===== config.mk =====
export PLATFORM = sky130hd
export DESIGN_NAME = inv_sub_bytes_seq
export DESIGN_NICKNAME = d
export VERILOG_FILES = /design/src/rtl/inv_sub_bytes_seq_pkg.sv /design/src/rtl/inv_sub_bytes_seq_gf256_sqmul.sv /design/src/rtl/inv_sub_bytes_seq.sv
export SDC_FILE = /design/constraint.sdc
export NUM_CORES = 1
export LEC_CHECK = 0
export CAP_MARGIN = 10
export CORE_MARGIN = 2
export CORE_UTILIZATION = 40
export CTS_BUF_LIST = sky130_fd_sc_hd__clkbuf_4 sky130_fd_sc_hd__clkbuf_8
export DETAILED_ROUTE_END_ITERATION = 10
export GPL_TIMING_DRIVEN = 1
export PLACE_DENSITY = 0.65
export SLEW_MARGIN = 25
export SYNTH_ARGS = -nofsm -noshare
export SYNTH_HDL_FRONTEND = slang
export SYNTH_HIERARCHICAL = 1
export SYNTH_SLANG_ARGS = --single-unit

===== constraint.sdc =====
create_clock -name clk -period 4.8 [get_ports clk]
set_input_delay 1.2 -clock clk [delete_from_list [all_inputs] [get_ports clk]]
set_output_delay 1.2 -clock clk [all_outputs]
set_load 0.005 [all_outputs]

===== src/rtl/inv_sub_bytes_seq_pkg.sv =====
// Shared constants, FSM encoding and affine helpers for the byte-serial (Inv)SubBytes engine.
// The forward direction is enabled with the AES_SBOX_FWD_EN macro in the top module.
package inv_sub_bytes_seq_pkg;

    localparam int unsigned NBYTES    = 16;
    localparam int unsigned EXP_STEPS = 8;
    localparam int unsigned BYTE_W    = 8;
    localparam int unsigned STATE_W   = NBYTES * BYTE_W;
    localparam int unsigned IDX_W     = $clog2(NBYTES);
    localparam int unsigned STEP_W    = $clog2(EXP_STEPS);

    localparam logic [8:0]        GF_POLY   = 9'h11B;
    localparam logic [BYTE_W-1:0] AFF_C     = 8'h63;
    localparam logic [BYTE_W-1:0] INV_AFF_D = 8'h05;

    typedef enum logic [1:0] {
        IDLE = 2'd0,
        RUN  = 2'd1,
        DONE = 2'd2
    } fsm_state_t;

    // Forward affine: y_i = b_i ^ b_(i+4) ^ b_(i+5) ^ b_(i+6) ^ b_(i+7) ^ c_i, written as left rotations.
    function automatic logic [BYTE_W-1:0] aff(input logic [BYTE_W-1:0] b);
        return b
             ^ {b[6:0], b[7]}
             ^ {b[5:0], b[7:6]}
             ^ {b[4:0], b[7:5]}
             ^ {b[3:0], b[7:4]}
             ^ AFF_C;
    endfunction

    // Inverse affine: y_i = b_(i+2) ^ b_(i+5) ^ b_(i+7) ^ d_i.
    function automatic logic [BYTE_W-1:0] inv_aff(input logic [BYTE_W-1:0] b);
        return {b[1:0], b[7:2]}
             ^ {b[4:0], b[7:5]}
             ^ {b[6:0], b[7]}
             ^ INV_AFF_D;
    endfunction

endpackage


===== src/rtl/inv_sub_bytes_seq_gf256_sqmul.sv =====
// Combinational GF(2^8) square-and-multiply step: r^2 * x, or r^2 alone when square_only is set.
module gf256_sqmul
    import inv_sub_bytes_seq_pkg::*;
(
    input  logic [BYTE_W-1:0] r,
    input  logic [BYTE_W-1:0] x,
    input  logic              square_only,
    output logic [BYTE_W-1:0] y_c
);

    // Shift-and-add multiply with reduction by GF_POLY on every doubling.
    function automatic logic [BYTE_W-1:0] gf_mul(input logic [BYTE_W-1:0] a,
                                                 input logic [BYTE_W-1:0] b);
        logic [BYTE_W-1:0] p;
        logic [BYTE_W-1:0] aa;
        logic [BYTE_W-1:0] bb;
        p  = '0;
        aa = a;
        bb = b;
        for (int i = 0; i < int'(BYTE_W); i++) begin
            if (bb[0]) begin
                p = p ^ aa;
            end
            aa = {aa[6:0], 1'b0} ^ (aa[7] ? GF_POLY[BYTE_W-1:0] : BYTE_W'(0));
            bb = {1'b0, bb[7:1]};
        end
        return p;
    endfunction

    logic [BYTE_W-1:0] r_sq_c;

    always_comb begin
        r_sq_c = gf_mul(r, r);
        y_c    = square_only ? r_sq_c : gf_mul(r_sq_c, x);
    end

endmodule


===== src/rtl/inv_sub_bytes_seq.sv =====
// Byte-serial InvSubBytes over a 128-bit state; 8 cycles per byte via x^254 square-and-multiply.
// Define AES_SBOX_FWD_EN to add the dir port and forward SubBytes support.
module inv_sub_bytes_seq
    import inv_sub_bytes_seq_pkg::*;
(
    input  logic               clk,
    input  logic               rst_n,
    input  logic               in_valid,
    output logic               in_ready,
    input  logic [STATE_W-1:0] in_state,
    output logic               out_valid,
    input  logic               out_ready,
    output logic [STATE_W-1:0] out_state,
    output logic               busy
`ifdef AES_SBOX_FWD_EN
    ,
    input  logic               dir
`endif
);

    localparam logic [STEP_W-1:0] LAST_STEP = STEP_W'(EXP_STEPS - 1);
    localparam logic [IDX_W-1:0]  LAST_IDX  = IDX_W'(NBYTES - 1);

    fsm_state_t         fsm_q, fsm_d;
    logic [IDX_W-1:0]   idx_q, idx_d;
    logic [STEP_W-1:0]  step_q, step_d;
    logic [BYTE_W-1:0]  x_q, x_d;
    logic [BYTE_W-1:0]  r_q, r_d;
    logic [STATE_W-1:0] in_buf_q, in_buf_d;
    logic [STATE_W-1:0] out_state_d;
    logic               in_ready_d, out_valid_d, busy_d;
`ifdef AES_SBOX_FWD_EN
    logic               dir_q, dir_d;
`endif

    logic [BYTE_W-1:0]  cur_byte_c;
    logic [BYTE_W-1:0]  load_byte_c;
    logic [BYTE_W-1:0]  res_byte_c;
    logic [BYTE_W-1:0]  sq_c;
    logic               square_only_c;

    assign square_only_c = (step_q == LAST_STEP);
    // The input buffer shifts left one byte per element, so byte k is always on top.
    assign cur_byte_c    = in_buf_q[STATE_W-1 -: BYTE_W];

`ifdef AES_SBOX_FWD_EN
    assign load_byte_c = dir_q ? cur_byte_c : inv_aff(cur_byte_c);
    assign res_byte_c  = dir_q ? aff(sq_c) : sq_c;
`else
    assign load_byte_c = inv_aff(cur_byte_c);
    assign res_byte_c  = sq_c;
`endif

    gf256_sqmul u_sqmul (
        .r           (r_q),
        .x           (x_q),
        .square_only (square_only_c),
        .y_c         (sq_c)
    );

    always_ff @(posedge clk or negedge rst_n) begin
        if (!rst_n) begin
            fsm_q     <= IDLE;
            idx_q     <= '0;
            step_q    <= '0;
            x_q       <= '0;
            r_q       <= '0;
            in_buf_q  <= '0;
            out_state <= '0;
            in_ready  <= 1'b0;
            out_valid <= 1'b0;
            busy      <= 1'b0;
`ifdef AES_SBOX_FWD_EN
            dir_q     <= 1'b0;
`endif
        end else begin
            fsm_q     <= fsm_d;
            idx_q     <= idx_d;
            step_q    <= step_d;
            x_q       <= x_d;
            r_q       <= r_d;
            in_buf_q  <= in_buf_d;
            out_state <= out_state_d;
            in_ready  <= in_ready_d;
            out_valid <= out_valid_d;
            busy      <= busy_d;
`ifdef AES_SBOX_FWD_EN
            dir_q     <= dir_d;
`endif
        end
    end

    always_comb begin
        fsm_d       = fsm_q;
        idx_d       = idx_q;
        step_d      = step_q;
        x_d         = x_q;
        r_d         = r_q;
        in_buf_d    = in_buf_q;
        out_state_d = out_state;
`ifdef AES_SBOX_FWD_EN
        dir_d       = dir_q;
`endif

        case (fsm_q)
            IDLE: begin
                if (in_valid) begin
                    in_buf_d = in_state;
                    idx_d    = '0;
                    step_d   = '0;
                    fsm_d    = RUN;
`ifdef AES_SBOX_FWD_EN
                    dir_d    = dir;
`endif
                end
            end
            RUN: begin
                step_d = step_q + STEP_W'(1);
                if (step_q == '0) begin
                    x_d = load_byte_c;
                    r_d = load_byte_c;
                end else if (square_only_c) begin
                    // Result bytes enter at the bottom so byte 0 ends up on top after 16 shifts.
                    out_state_d = {out_state[STATE_W-BYTE_W-1:0], res_byte_c};
                    in_buf_d    = {in_buf_q[STATE_W-BYTE_W-1:0], BYTE_W'(0)};
                    idx_d       = idx_q + IDX_W'(1);
                    if (idx_q == LAST_IDX) begin
                        fsm_d = DONE;
                    end
                end else begin
                    r_d = sq_c;
                end
            end
            DONE: begin
                if (out_ready) begin
                    fsm_d = IDLE;
                end
            end
            default: fsm_d = IDLE;
        endcase

        in_ready_d  = (fsm_d == IDLE);
        out_valid_d = (fsm_d == DONE);
        busy_d      = (fsm_d != IDLE);
    end

endmodule


# Word-level counts from Yosys, hierarchy flattened
# Cells that the tools add are included.
[word_totals]
inputBits = 132
register_bits = 284
elab_cells = 112
[classes]
bitwise = 32
reduce_logical = 10
n_mux = 49
add_sub_neg = 2
n_eq_ne = 9
[op_table]
columns = ["cell", "n"]
rows = [
  ["$mux W128", 3],
  ["$pmux W128 S2", 1],
  ["$xor A8 B8 Y8", 30],
  ["$mux W8", 19],
  ["$mux W5", 14],
  ["$mux W4", 3],
  ["$mux W2", 5],
  ["$pmux W4 S2", 1],
  ["$ne A2 B2 Y1 const B", 3],
  ["$pmux W2 S3", 1],
  ["$pmux W3 S2", 1],
  ["$reduce_and A2 Y1", 3],
  ["$add A4 B1 Y4 const B", 1],
  ["$eq A2 B2 Y1 const B", 2],
  ["$eq A4 B4 Y1 const B", 1],
  ["$logic_not A2 Y1", 2],
  ["$reduce_and A4 Y1", 1],
  ["$reduce_bool A2 Y1", 2],
  ["$add A3 B1 Y3 const B", 1],
  ["$eq A3 B3 Y1 const B", 1],
  ["$logic_not A3 Y1", 1],
  ["$mux W3", 1],
  ["$reduce_and A3 Y1", 1],
  ["$eq A2 B1 Y1 const B", 1],
  ["other kinds (3)", 3],
]

# Longest topological paths before layout
[depth]
ltp_word = 35
mapped_depth = 15
mapped_depth_nobuf = 14

# Hierarchy
# The synthesis kept the hierarchy.
[modules_own_cells]
columns = ["module", "cells_each", "seq_area_each_um2", "area_per_inst_um2", "n_inst"]
rows = [
  ["inv_sub_bytes_seq", 1210, 7106.8, 11972.7, 1],
  ["gf256_sqmul", 282, 0.0, 2361.0, 1],
]

# Least setup slack after synthesis
# No wires, ideal clock.
[synth_path]
path_type = "reg2reg"
start = "register r_q[0]"
end = "register r_q[3]"
t_arrival_ns = 3.930
synth_period_minus_slack_ns = 4.055
stages_incl_launch_ff = 14
setup_slack_ns = 0.745
setup_ns = 0.125
path_cell_list = "dfrtp_1 ha_1 xnor2_2 a21oi_1 a311o_2 xnor3_1 xor2_1 a311oi_2 xnor3_1 xnor3_1 mux2_4 nand2_1 o21ai_0 mux2_2"
[synth_between]
elab_chain_cells = 34
elab_cells_between_ends = 54
classes_between = "mux: 26; bitwise: 28"
[synth_lines]
columns = ["item", "line", "source"]
rows = [
  ["from (decl)", "inv_sub_bytes_seq.sv:28", "logic [BYTE_W-1:0] r_q, r_d;"],
  ["from (signal assigned)", "inv_sub_bytes_seq.sv:81", "r_q <= r_d;"],
  ["$mux W8", "inv_sub_bytes_seq_gf256_sqmul.sv:21", "if (bb[0]) begin"],
  ["$xor A8 B8 Y8", "inv_sub_bytes_seq_gf256_sqmul.sv:22", "p = p ^ aa;"],
  ["$mux W8", "inv_sub_bytes_seq_gf256_sqmul.sv:21", ""],
  ["$xor A8 B8 Y8", "inv_sub_bytes_seq_gf256_sqmul.sv:22", ""],
  ["$mux W8", "inv_sub_bytes_seq_gf256_sqmul.sv:21", ""],
  ["$xor A8 B8 Y8", "inv_sub_bytes_seq_gf256_sqmul.sv:22", ""],
  ["$mux W8", "inv_sub_bytes_seq_gf256_sqmul.sv:21", ""],
  ["$xor A8 B8 Y8", "inv_sub_bytes_seq_gf256_sqmul.sv:22", ""],
  ["(+19 left out)", "-", ""],
  ["$xor A8 B8 Y8", "inv_sub_bytes_seq_gf256_sqmul.sv:22", ""],
  ["$mux W8", "inv_sub_bytes_seq_gf256_sqmul.sv:21", ""],
  ["$xor A8 B8 Y8", "inv_sub_bytes_seq_gf256_sqmul.sv:22", ""],
  ["$mux W8", "inv_sub_bytes_seq_gf256_sqmul.sv:21", ""],
  ["$mux W8 (*)", "inv_sub_bytes_seq_gf256_sqmul.sv:34", "y_c = square_only ? r_sq_c : gf_mul(r_sq_c, x);"],
  ["named net res_byte_c[3]", "inv_sub_bytes_seq.sv:38", "logic [BYTE_W-1:0] res_byte_c;"],
  ["$mux W8 (*)", "inv_sub_bytes_seq.sv:122", "end else if (square_only_c) begin"],
  ["$mux W8 (*)", "inv_sub_bytes_seq.sv:119", "if (step_q == '0) begin"],
]
# The timed path passes the listed nets; every way through them passes the cells marked *. The select of a mux whose other input is x is not followed.
# A chain may end at the register's enable or synchronous reset.

# Worst setup path after layout
# Ends and elaborated chain as after synthesis.

==> results.md <==
* Number of synthesized flops with an enable pin at 0
* Initial antenna violation count at 3
* Netlist cell types at 73
* FF-to-FF End: r_q[3]
* 1st-pass router iterations at 5
* Layout cells sized above 1 at 0.149
* Die ar. at 37400 sq um
* Bufs on Longest Clock Path at 3
* Clk_lat worst skew at 0.60 ns
* Largest net degree at the start of global routing at 129
* Commonest non-fill, non-tap cell in the layout: nand2_1
* Ant diodes at 0
* Violation count after the first detailed-route iteration at 721
* Post-Route WL at 38600 um
* Input/output buffers at 262
* Cts hold-fix bufs at 0
* Met2 WL at 17300 um
* Setup Skew at 0.0150 ns
* Placed cell areas at 17200 sq um
* Vias in the first global route at 11300
* Post-CTS setup buffer count at 0
* CTS tree: yes
* CTS clk-pin slew, worst paths at 0.06 ns
* CTS buffer count at 50
* Via Count at 11200
* Fin nets at 1874
* Status: completed
* Avg Synthesized Cell Area at 9.61 sq um
* Io pins at 263
* Cells after DPL at 2145
* Commonest register cell after synthesis: dfrtp_1
* MaxCap Viol Count at 0
* DRC viols at 0
* RSZ-0062 raised after global routing: no
* Vias/cell at 5.02
* Dpl hpwl at 26500 um
* Design area at 18300 sq um
* M1 WL at 17300 um
* Routed len/inst at 17.3 um
* Start of the worst register-to-register path: r_q[0]
* Critical Path End Type: register
* CP Cell Sequence: ha_1 -> xnor3_2 -> nor2_8 -> xnor2_4 -> xnor2_4 -> xnor3_1 -> xor2_1 -> a311oi_2 -> xnor3_1 -> xnor3_1 -> mux2_4 -> nand2_1 -> o21ai_0 -> mux2_2
* Synthesized instance count at 1492
* Crit-path leading delay family: XOR/XNOR gates
* Fin. max-slew vios at 0
* Worst Setup Path Type: register to register
* Hold path start: out_state[121]
* Crit path top cell by count: xnor3_1
* Overflow after GRT at 0
* Syn. warnings at 6
* Gpl congestion at 0.878
* Most frequent cells in the layout: nand2_1, dfrtp_1, clkdlybuf4s50_1
* Hold path cells at 2
* Critical Path Max Stage Delay at 0.46 ns
* Stages on worst setup path at 14
* Fin crit share at 0.896
* H-Tree Depth at 2
* Fillers at 3263
* Crit path DAT at 4.78 ns
* Final ANT Viol Nets at 0
* Initial core utilization at 0.405
* Resized Gates After CTS at 0
* First-pass GRT wire length at 62800 um
* Required @ worst endpoint at 5.28 ns
* Reg area at 7110 sq um
* Ys async rst share at 1.00
* Critical path buffers and inverters at 0
* CP max stage cell: dfrtp_1
* Clk Tree Root Cell: clkbuf_8
* Slew @ Worst Pin at 0.920 ns
* CTS sink cnt at 284
* Core box area at 35400 sq um
* Critical Path Fanout Max at 8
* Setup TNS at 0 ns
* Final hold viol count at 0
* Synth Register Bits at 284
* Chip width at 193 um
* Max-Slew Margin vs Limit at 0.387
* Post-synthesis cell area at 14300 sq um
* Multi-input logic area at 6160 sq um
* Sequential area share after synthesis at 0.496
* Die Y at 193 um
* FF-to-FF setup slack at 0.50 ns
* Fmax at 232 MHz
* Syn nets at 1629
* Worst Hold Class: register to register
* Final setup fails at 0
* Total GRT Usage at 0.208
* Reg2reg path depth at 14
* Highest routed layer: met5
* Row count at 69
* WL met3 at 2920 um
* Fin crit period at 4.30 ns
* Type of origin of the critical path: register
* Hold path endpoint: out_state[121]
* Non-Filler Instances at 2236
* Synth-to-layout area growth at 28.0%
metrics by stage:
stage	hold slack (ns)	utilization	worst slack [ns]
after detailed placement	0.465	0.487	0.503
after global routing	0.450	0.518	0.280
after global placement	0.460	0.487	0.527
after floorplan	0.445	-	0.745
after CTS	0.480	0.517	0.499
final	0.478	0.518	0.498
state kept, by name (all words and copies together) (netlist names):
| register | cells |
|---|---|
| step_q | 3 |
| idx_q | 4 |
| in_ready | 1 |
| in_buf_q | 128 |
| busy | 1 |
| out_state | 128 |
| r_q | 8 |
| out_valid | 1 |
| fsm_q | 2 |
| x_q | 8 |
logic make-up (layout without fill, tap and decap cells):
| kind of cell | count (synthesis) | in the layout | synth area share |
|---|---|---|---|
| AO/OA/AOI/OAI | 331 | 331 | 0.168 |
| AND/OR/NAND/NOR | 536 | 536 | 0.153 |
| XOR/XNOR | 97 | 97 | 0.0883 |
| multiplexers | 18 | 18 | 0.0149 |
| flip-flops | 284 | 284 | 0.496 |
| buffers and inverters | 221 | 504 | 0.0756 |
| adder cells (fa/ha/maj) | 5 | 5 | 0.00436 |
layer usage:
layer,up-vias,global-route usage
met3,73,0.0631
met4,6,0.0707
li1,5428,-
met1,5361,0.282
met2,365,0.317
met5,-,0
tightest hold or removal path, cell delays in order, from the launching register on:
cell and delay (ns):
dfrtp_1 0.34, nand2_1 0.05, nand2_1 0.06
cells in the mapped netlist (all sizes together) (3+ instances only):
library cell,instances,share of area
a211oi,5,0.0026
a21oi,134,0.076
a22o,11,0.0067
and3,4,0.0017
buf,62,0.032
clkbuf,28,0.0090
dfrtp,284,0.50
ha,5,0.0044
inv,131,0.034
mux2,11,0.0089
mux2i,7,0.0060
nand2,460,0.12
nand2b,3,0.0013
nand3,17,0.0068
nand3b,4,0.0021
nor2,18,0.0058
nor2b,10,0.0044
nor3,6,0.0028
o211ai,5,0.0026
o21ai,33,0.012
o22ai,121,0.053
xnor2,57,0.040
xnor3,17,0.027
xor2,21,0.018
worst max path at each step:
| stage | start | end | slack, ns |
|---|---|---|---|
| final | r_q[0] | r_q[3] | 0.50 |
| after global routing | r_q[0] | r_q[3] | 0.28 |
| after CTS | r_q[0] | r_q[3] | 0.50 |
| after detailed placement | r_q[0] | r_q[3] | 0.50 |
| after global placement | r_q[0] | r_q[3] | 0.53 |
| after floorplan | r_q[0] | r_q[3] | 0.74 |
area by class of cell:
| class | instances | share of cell area |
|---|---|---|
| sequential | 284 | 0.387 |
| multi-input combinational | 987 | 0.336 |
| timing repair buffer | 283 | 0.159 |
| clock buffer | 82 | 0.0554 |
| tap | 461 | 0.0314 |
| inverter | 131 | 0.0268 |
| clock inverter | 8 | 0.00416 |
Power is not shown: default switching activity piles up to over one toggle a cycle in this logic, so the estimate is an artifact.
